File: config.mk
export PLATFORM = sky130hd
export DESIGN_NAME = seq_div8
export DESIGN_NICKNAME = d
export VERILOG_FILES = /design/src/rtl/seq_div8.sv
export SDC_FILE = /design/constraint.sdc
export NUM_CORES = 1
export LEC_CHECK = 0
export BUFFER_PORTS_ARGS = -buffer_cell sky130_fd_sc_hd__buf_2
export CORE_AREA = 2 2 81 83
export DETAILED_ROUTE_END_ITERATION = 7
export DIE_AREA = 0 0 83 85
export GPL_ROUTABILITY_DRIVEN = 0
export PLACE_DENSITY = 0.71
export SYNTH_ARGS = -nofsm -noshare
export SYNTH_HDL_FRONTEND = slang
export SYNTH_SLANG_ARGS = --single-unit
File: constraint.sdc
create_clock -name clk -period 2.1 [get_ports clk]
set_input_delay 0.42 -clock clk [delete_from_list [all_inputs] [get_ports clk]]
set_output_delay 0.42 -clock clk [all_outputs]
set_load 0.02 [all_outputs]
File: src/rtl/seq_div8.sv
// seq_div8: multi-cycle unsigned restoring divider, one quotient bit per clock.
// Trial subtractions use a 4-bit-group carry-lookahead adder, so WIDTH must be a multiple of 4.
module seq_div8 #(
  parameter int WIDTH = 8
) (
  input  logic             clk,
  input  logic             rst,
  input  logic             start,
  input  logic [WIDTH-1:0] dividend,
  input  logic [WIDTH-1:0] divisor,
  output logic             busy,
  output logic             done,
  output logic [WIDTH-1:0] quotient,
  output logic [WIDTH-1:0] remainder,
  output logic             div_by_zero
);

  typedef enum logic [1:0] {IDLE, RUN, DONE} state_t;

  localparam int CW = (WIDTH > 1) ? $clog2(WIDTH) : 1;

  state_t           state, state_next;
  logic [WIDTH-1:0] rem_r, q_r, div_r;
  logic [CW-1:0]    count;
  logic             accept, last;
  logic [WIDTH:0]   trial;
  logic [WIDTH-1:0] r_next, q_next;

  // Returns {carry_out, low WIDTH bits of a + ~{1'b0, b} + 1}.
  // The lookahead runs over 4-bit groups; the zero-extended top bit of b
  // becomes an always-propagating position once inverted.
  function automatic logic [WIDTH:0] cla_sub(input logic [WIDTH:0] a,
                                             input logic [WIDTH-1:0] b);
    logic [WIDTH-1:0] g, p, c;
    logic             gc, grp_g, grp_p;
    g  = a[WIDTH-1:0] & ~b;
    p  = a[WIDTH-1:0] ^ ~b;
    c  = '0;
    gc = 1'b1;
    for (int k = 0; k < WIDTH / 4; k++) begin
      grp_g = g[4*k+3]
            | (p[4*k+3] & g[4*k+2])
            | (p[4*k+3] & p[4*k+2] & g[4*k+1])
            | (p[4*k+3] & p[4*k+2] & p[4*k+1] & g[4*k]);
      grp_p = &p[4*k +: 4];
      c[4*k]   = gc;
      c[4*k+1] = g[4*k] | (p[4*k] & gc);
      c[4*k+2] = g[4*k+1] | (p[4*k+1] & g[4*k]) | (p[4*k+1] & p[4*k] & gc);
      c[4*k+3] = g[4*k+2] | (p[4*k+2] & g[4*k+1]) | (p[4*k+2] & p[4*k+1] & g[4*k])
               | (p[4*k+2] & p[4*k+1] & p[4*k] & gc);
      gc = grp_g | (grp_p & gc);
    end
    return {a[WIDTH] | gc, p ^ c};
  endfunction

  assign trial  = cla_sub({rem_r, q_r[WIDTH-1]}, div_r);
  assign r_next = trial[WIDTH] ? trial[WIDTH-1:0] : {rem_r[WIDTH-2:0], q_r[WIDTH-1]};
  assign q_next = {q_r[WIDTH-2:0], trial[WIDTH]};
  assign last   = (count == CW'(WIDTH - 1));

  always_ff @(posedge clk or posedge rst) begin
    if (rst) state <= IDLE;
    else     state <= state_next;
  end

  always_comb begin
    state_next = state;
    accept     = 1'b0;
    busy       = 1'b0;
    done       = 1'b0;
    case (state)
      IDLE, DONE: begin
        done   = (state == DONE);
        accept = start;
        if (start)              state_next = (divisor == '0) ? DONE : RUN;
        else if (state == DONE) state_next = IDLE;
      end
      RUN: begin
        busy = 1'b1;
        if (last) state_next = DONE;
      end
      default: state_next = IDLE;
    endcase
  end

  // Results only move at a completion edge, so they stay stable through RUN.
  always_ff @(posedge clk or posedge rst) begin
    if (rst) begin
      rem_r       <= '0;
      q_r         <= '0;
      div_r       <= '0;
      count       <= '0;
      quotient    <= '0;
      remainder   <= '0;
      div_by_zero <= 1'b0;
    end else if (accept) begin
      if (divisor == '0) begin
        quotient    <= '1;
        remainder   <= dividend;
        div_by_zero <= 1'b1;
      end else begin
        div_r <= divisor;
        rem_r <= '0;
        q_r   <= dividend;
        count <= '0;
      end
    end else if (state == RUN) begin
      rem_r <= r_next;
      q_r   <= q_next;
      count <= count + CW'(1);
      if (last) begin
        quotient    <= q_next;
        remainder   <= r_next;
        div_by_zero <= 1'b0;
      end
    end
  end

endmodule

-- Word-level counts from Yosys, hierarchy flattened
Index checks and enable logic that the tools add are counted.
- flip-flop bits (word level): 46
- output and inout bits: 19
- word-level logic and storage cells: 109
- add/subtract/negate cells: 1
- equality and inequality tests: 7
- muxes and demuxes: 30
- bitwise gates (word level): 52
- reductions and logical operators: 11
- operators with widths (cell ; count):
    $mux W8 ; 15
    $and A1 B1 Y1 ; 26
    $or A1 B1 Y1 ; 21
    $xor A8 B8 Y8 ; 2
    $mux W3 ; 3
    $and A8 B8 Y8 ; 1
    $logic_not A8 Y1 ; 1
    $mux W2 ; 4
    $not A8 Y8 ; 1
    $reduce_and A4 Y1 ; 2
    $mux W1 ; 7
    $reduce_and A2 Y1 ; 3
    $ne A2 B2 Y1 const B ; 2
    $pmux W2 S2 ; 1
    $reduce_bool A2 Y1 ; 2
    $add A3 B1 Y3 const B ; 1
    $eq A3 B3 Y1 const B ; 1
    $ne A3 B3 Y1 const B ; 1
    $reduce_and A3 Y1 ; 1
    $eq A2 B1 Y1 const B ; 1
    $eq A2 B2 Y1 const B ; 1
    $logic_not A2 Y1 ; 1
    $ne A2 B1 Y1 const B ; 1
    $reduce_or A2 Y1 ; 1
    $not A1 Y1 ; 1

-- Depth between registers and ports, before layout
- depth in word-level cells: 14
- depth in mapped cells: 8
- depth with buffers taken out: 8

-- Worst setup path after synthesis
OpenSTA, ideal clock, no wires.
- kind: reg2reg
- start: register rem_r[2]
- end: register remainder[4]
- library setup time: 0.082 ns
- arrival: 2.051 ns
- required time: 2.018 ns
- slack: -0.033 ns
- cell stages (with the launch flop): 7
- path buffers: 0
- period minus slack after synthesis: 2.133 ns
- cells stage by stage: dfrtp_1 -> ha_1 -> or3_4 -> o22ai_4 -> fa_1 -> mux2_2 -> o22ai_1
- longest elaborated chain between the ends: 13
- elaborated cells on any way between the ends: 20
- those cells by class: mux (4); bitwise (15); reduce/logical (1)
- RTL lines (what ; line ; text):
    from (decl) ; 23 ; logic [WIDTH-1:0] rem_r, q_r, div_r;
    from (signal assigned) ; 108 ; rem_r <= r_next;
    $xor A8 B8 Y8 ; 37 ; p = a[WIDTH-1:0] ^ ~b;
    $and A1 B1 Y1, on equally long branches ; 42, 43, 44 ;
    $or A1 B1 Y1, or another cell as far along ; 42 ; | (p[4*k+3] & g[4*k+2])
    $or A1 B1 Y1 or $and A1 B1 Y1 (tied branches) ; 43, 44 ;
    $or A1 B1 Y1 ; 44 ; | (p[4*k+3] & p[4*k+2] & p[4*k+1] & g[4*k]);
    $or A1 B1 Y1 * ; 51 ; gc = grp_g | (grp_p & gc);
    $and A1 B1 Y1 ; 51 ;
    $or A1 B1 Y1 ; 51 ;
    $or A1 B1 Y1 ; 53 ; return {a[WIDTH] | gc, p ^ c};
    $mux W8 * ; 57 ; assign r_next = trial[WIDTH] ? trial[WIDTH-1:0] : {rem_r[WIDTH-2:0], q_r[WIDTH-1]};
    $mux W8 * ; 111 ; if (last) begin
    $mux W8 * ; 107 ; end else if (state == RUN) begin
    $mux W8 * ; 96 ; end else if (accept) begin
    to (signal assigned) ; 99 ; remainder <= dividend;
    to (signal assigned) ; 113 ; remainder <= r_next;
    to (decl) ; 14 ; output logic [WIDTH-1:0] remainder,
Every way passes the cells marked *; elsewhere a longest branch is shown, timed or not. The select of a mux whose other input is x is not followed.
A chain may end at the register's enable or synchronous reset.

-- Worst setup path after layout
Ends and elaborated chain as after synthesis.

==> reports/qor.txt <==
dpl cell area: 0.00282 mm²
Reg2Reg Setup Slack: -0.06 ns
Slew @ Worst Pin: 0.585 ns
clk_lat worst skew: 0.31 ns
port bufs: 37
post-synthesis instance total: 252
DRC: 0
Ports: 38
Compound-Gate Fraction of Synth Area: 17.3%
die footprint: 0.00706 mm²
Post-Synth Simple-Gate Area: 16.3%
RR Startpoint: rem_r[2]$_DFFE_PP0P_
Cell Pwr Density: 1900 mW/mm²
CTS root buf: clkbuf_8
CTS H-tree lvls: 2
Async SR Flop Fraction: 100%
cts bufs inserted: 5
CTS Sinks: 46
mux contribution to synthesized area: 5.65%
# hold bufs at CTS: 0
Reg area: 0.00115 mm²
pin count of the biggest net entering global routing: 47
Seq/Total Area, Yosys: 48.1%
VDD IR max: 0.720 mV
crit path capture type: register
Unique masters post-synth: 45
Power, Total: 0.00574 W
Slew HR: 61.0%
Die X: 83 µm
status: finished with violations
failing checks: negative setup slack
#FFs+latches synth: 46
clock skew: 0.0136 ns
r2r worst-path depth: 6
clk slew on worst S/H paths: 0.10 ns
grt ovf: 0
core area: 0.00620 mm²
combinational family with the most area after synthesis: compound AO/OA/AOI/OAI gates
drt wl/cell: 14.2 µm
Worst setup startpoint: rem_r[2]$_DFFE_PP0P_
Synth Cell Area: 0.00239 mm²
dpl hpwl: 4.11 mm
Die Y: 85 µm
Total Wirelength: 5.61 mm
CTS tree: done
number of fill cells: 573
Post-synth EDFFs: 0
initial antenna violation count: 0
CP max stage cell: fa_1
Syn Nets: 283
vias in the first global route: 2027
critical path, cell by cell: ha_4 -> or3_4 -> o22ai_4 -> fa_1 -> mux2_4 -> o22ai_2
total track usage: 16.6%
most frequent cells in the layout: dfrtp_1, nand2_1, buf_2
Slew Limit Fails: 0
Layout area overhead: 26.2%
Setup Viol. Count Final: 2
CP arrival: 2.39 ns
xor-xnor portion of the synthesized cell area: 1.46%
Max Cap Viol: 0
slowest stage delay, CP: 0.44 ns
DR iter-0 viols: 178
Hold Path Class: primary input to asynchronous set/reset pin
area of the multi-input gates: 0.00121 mm²
Tcrit/Tclk final: 103%
Fin. Hold Viols: 0
share of post-route cells with drive strength above 1: 30.0%
first-pass GRT wire length: 9.54 mm
Final nets: 347
Lkg Pwr: 1.41 nW
ys flop type: dfrtp_1
crit path max fanout: 3
Core Util, Final: 48.6%
commonest non-fill, non-tap cell in the layout: dfrtp_1
DRT antenna net count: 0
row count: 29
clk buf depth: 2
synth warn: 0
post-route setup slack: -0.0560 ns
# diodes: 0
CP Launch Type: register
Setup TNS: -0.103 ns
drt pass-1 iters: 4
minimum clock period: 2.16 ns
Worst Setup Path Type: register to register
CP required: 2.33 ns
Peak Freq: 464 MHz
worst hold slack: 0.229 ns
via count: 2056
cell area after layout: 0.00302 mm²
starting density of the core: 38.6%
adder-cell share of the synthesized area: 6.59%
RSZ-0062 raised after global routing: yes
synthesized area per cell: 9.49 µm²
average via count per standard cell: 5.22
-- sequential cells by signal, indices dropped and copies added (netlist names) --
name / flops
quotient: 8
count: 3
remainder: 8
div_r: 8
div_by_zero: 1
q_r: 8
rem_r: 8
state: 2
-- report_power, final --
group	leakage (nW)	internal [W]	total, W	switching, W
Combinational	0.844	0.00172	0.00360	0.00187
Clock	0.0447	0.000241	0.000574	0.000333
Sequential	0.525	0.00131	0.00157	0.000259
Total	1.41	0.00328	0.00574	0.00247
-- worst paths after layout --
path                                       endpoint
setup / recovery           remainder[4]$_DFFE_PP0P_
hold / removal              quotient[3]$_DFFE_PP0P_
setup reg to reg           remainder[4]$_DFFE_PP0P_
hold reg to reg             div_by_zero$_DFFE_PP0P_
max in group asynchronous      div_r[1]$_DFFE_PP0P_
min in group clk               div_r[4]$_DFFE_PP0P_
-- metrics by stage --
stage	setup WS, ns	std cells
final	-0.0560	394
after CTS	-0.0223	391
after floorplan	0.00487	252
after global placement	-0.000755	381
after global routing	-0.138	394
after detailed placement	-0.0489	381
-- worst max-delay path, delay by kind of cell, from the launching register on --
| family | cells | cell delay (ns) |
|---|---|---|
| compound gates | 2 | 0.37 |
| fa+ha+maj | 2 | 0.61 |
| flops | 1 | 0.42 |
| mux | 1 | 0.30 |
| simple gates | 1 | 0.39 |
-- synth_stat cells, types with 2 or more instances --
| master | number | share of area, % |
|---|---|---|
| buf_2 | 3 | 0.63 |
| or3_1 | 2 | 0.52 |
| o21bai_1 | 2 | 0.63 |
| a21o_1 | 2 | 0.63 |
| inv_1 | 11 | 1.7 |
| a21oi_1 | 3 | 0.63 |
| nor3_1 | 6 | 1.3 |
| mux2_2 | 3 | 1.4 |
| o21ai_1 | 2 | 0.42 |
| nand3_1 | 3 | 0.63 |
| o22ai_1 | 11 | 2.9 |
| xnor2_1 | 3 | 1.1 |
| nor2_1 | 27 | 4.2 |
| clkbuf_1 | 8 | 1.3 |
| nand2_1 | 41 | 6.4 |
| mux2i_1 | 9 | 3.8 |
| ha_1 | 11 | 5.8 |
| nor4_1 | 2 | 0.52 |
| o211ai_1 | 2 | 0.63 |
| dfrtp_1 | 46 | 48 |
| nand2b_1 | 3 | 0.78 |
| a31oi_1 | 8 | 2.1 |
| nor2b_1 | 2 | 0.52 |
| o21ai_0 | 21 | 4.4 |
-- metal layers --
| metal | vias up | routed length (µm) | GRT usage (%) |
|---|---|---|---|
| li1 | 1011 | - | - |
| met1 | 1012 | 2450 | 19.9 |
| met2 | 27 | 2940 | 30.3 |
| met3 | 6 | 136 | 2.53 |
| met4 | 0 | 81 | 5.81 |
| met5 | - | 0 | 0 |
-- cells by family after synthesis --
family / Yosys count
AOI/OAI and AO/OA: 63
xor gates and xnor gates: 4
adders and majority gates: 12
buffers and inverters: 24
DFF: 46
muxes: 13
and+or+nand+nor: 90
-- layout make-up --
class	count	area share, %
Sequential cell	46	38.1
Clock inverter	3	0.829
Inverter	12	1.49
Tap cell	77	3.19
Multi-Input combinational cell	182	40.0
Timing Repair Buffer	69	14.1
Clock buffer	5	2.28
-- repair_timing --
item / in CTS / in global routing
setup buffers: 2 / 3
cloned: 0 / 0
endpoints found under the setup margin: 6 / 11
resized for setup: 1 / 11
pin swaps: 6 / 11
Power figures use the tool's default switching activity.
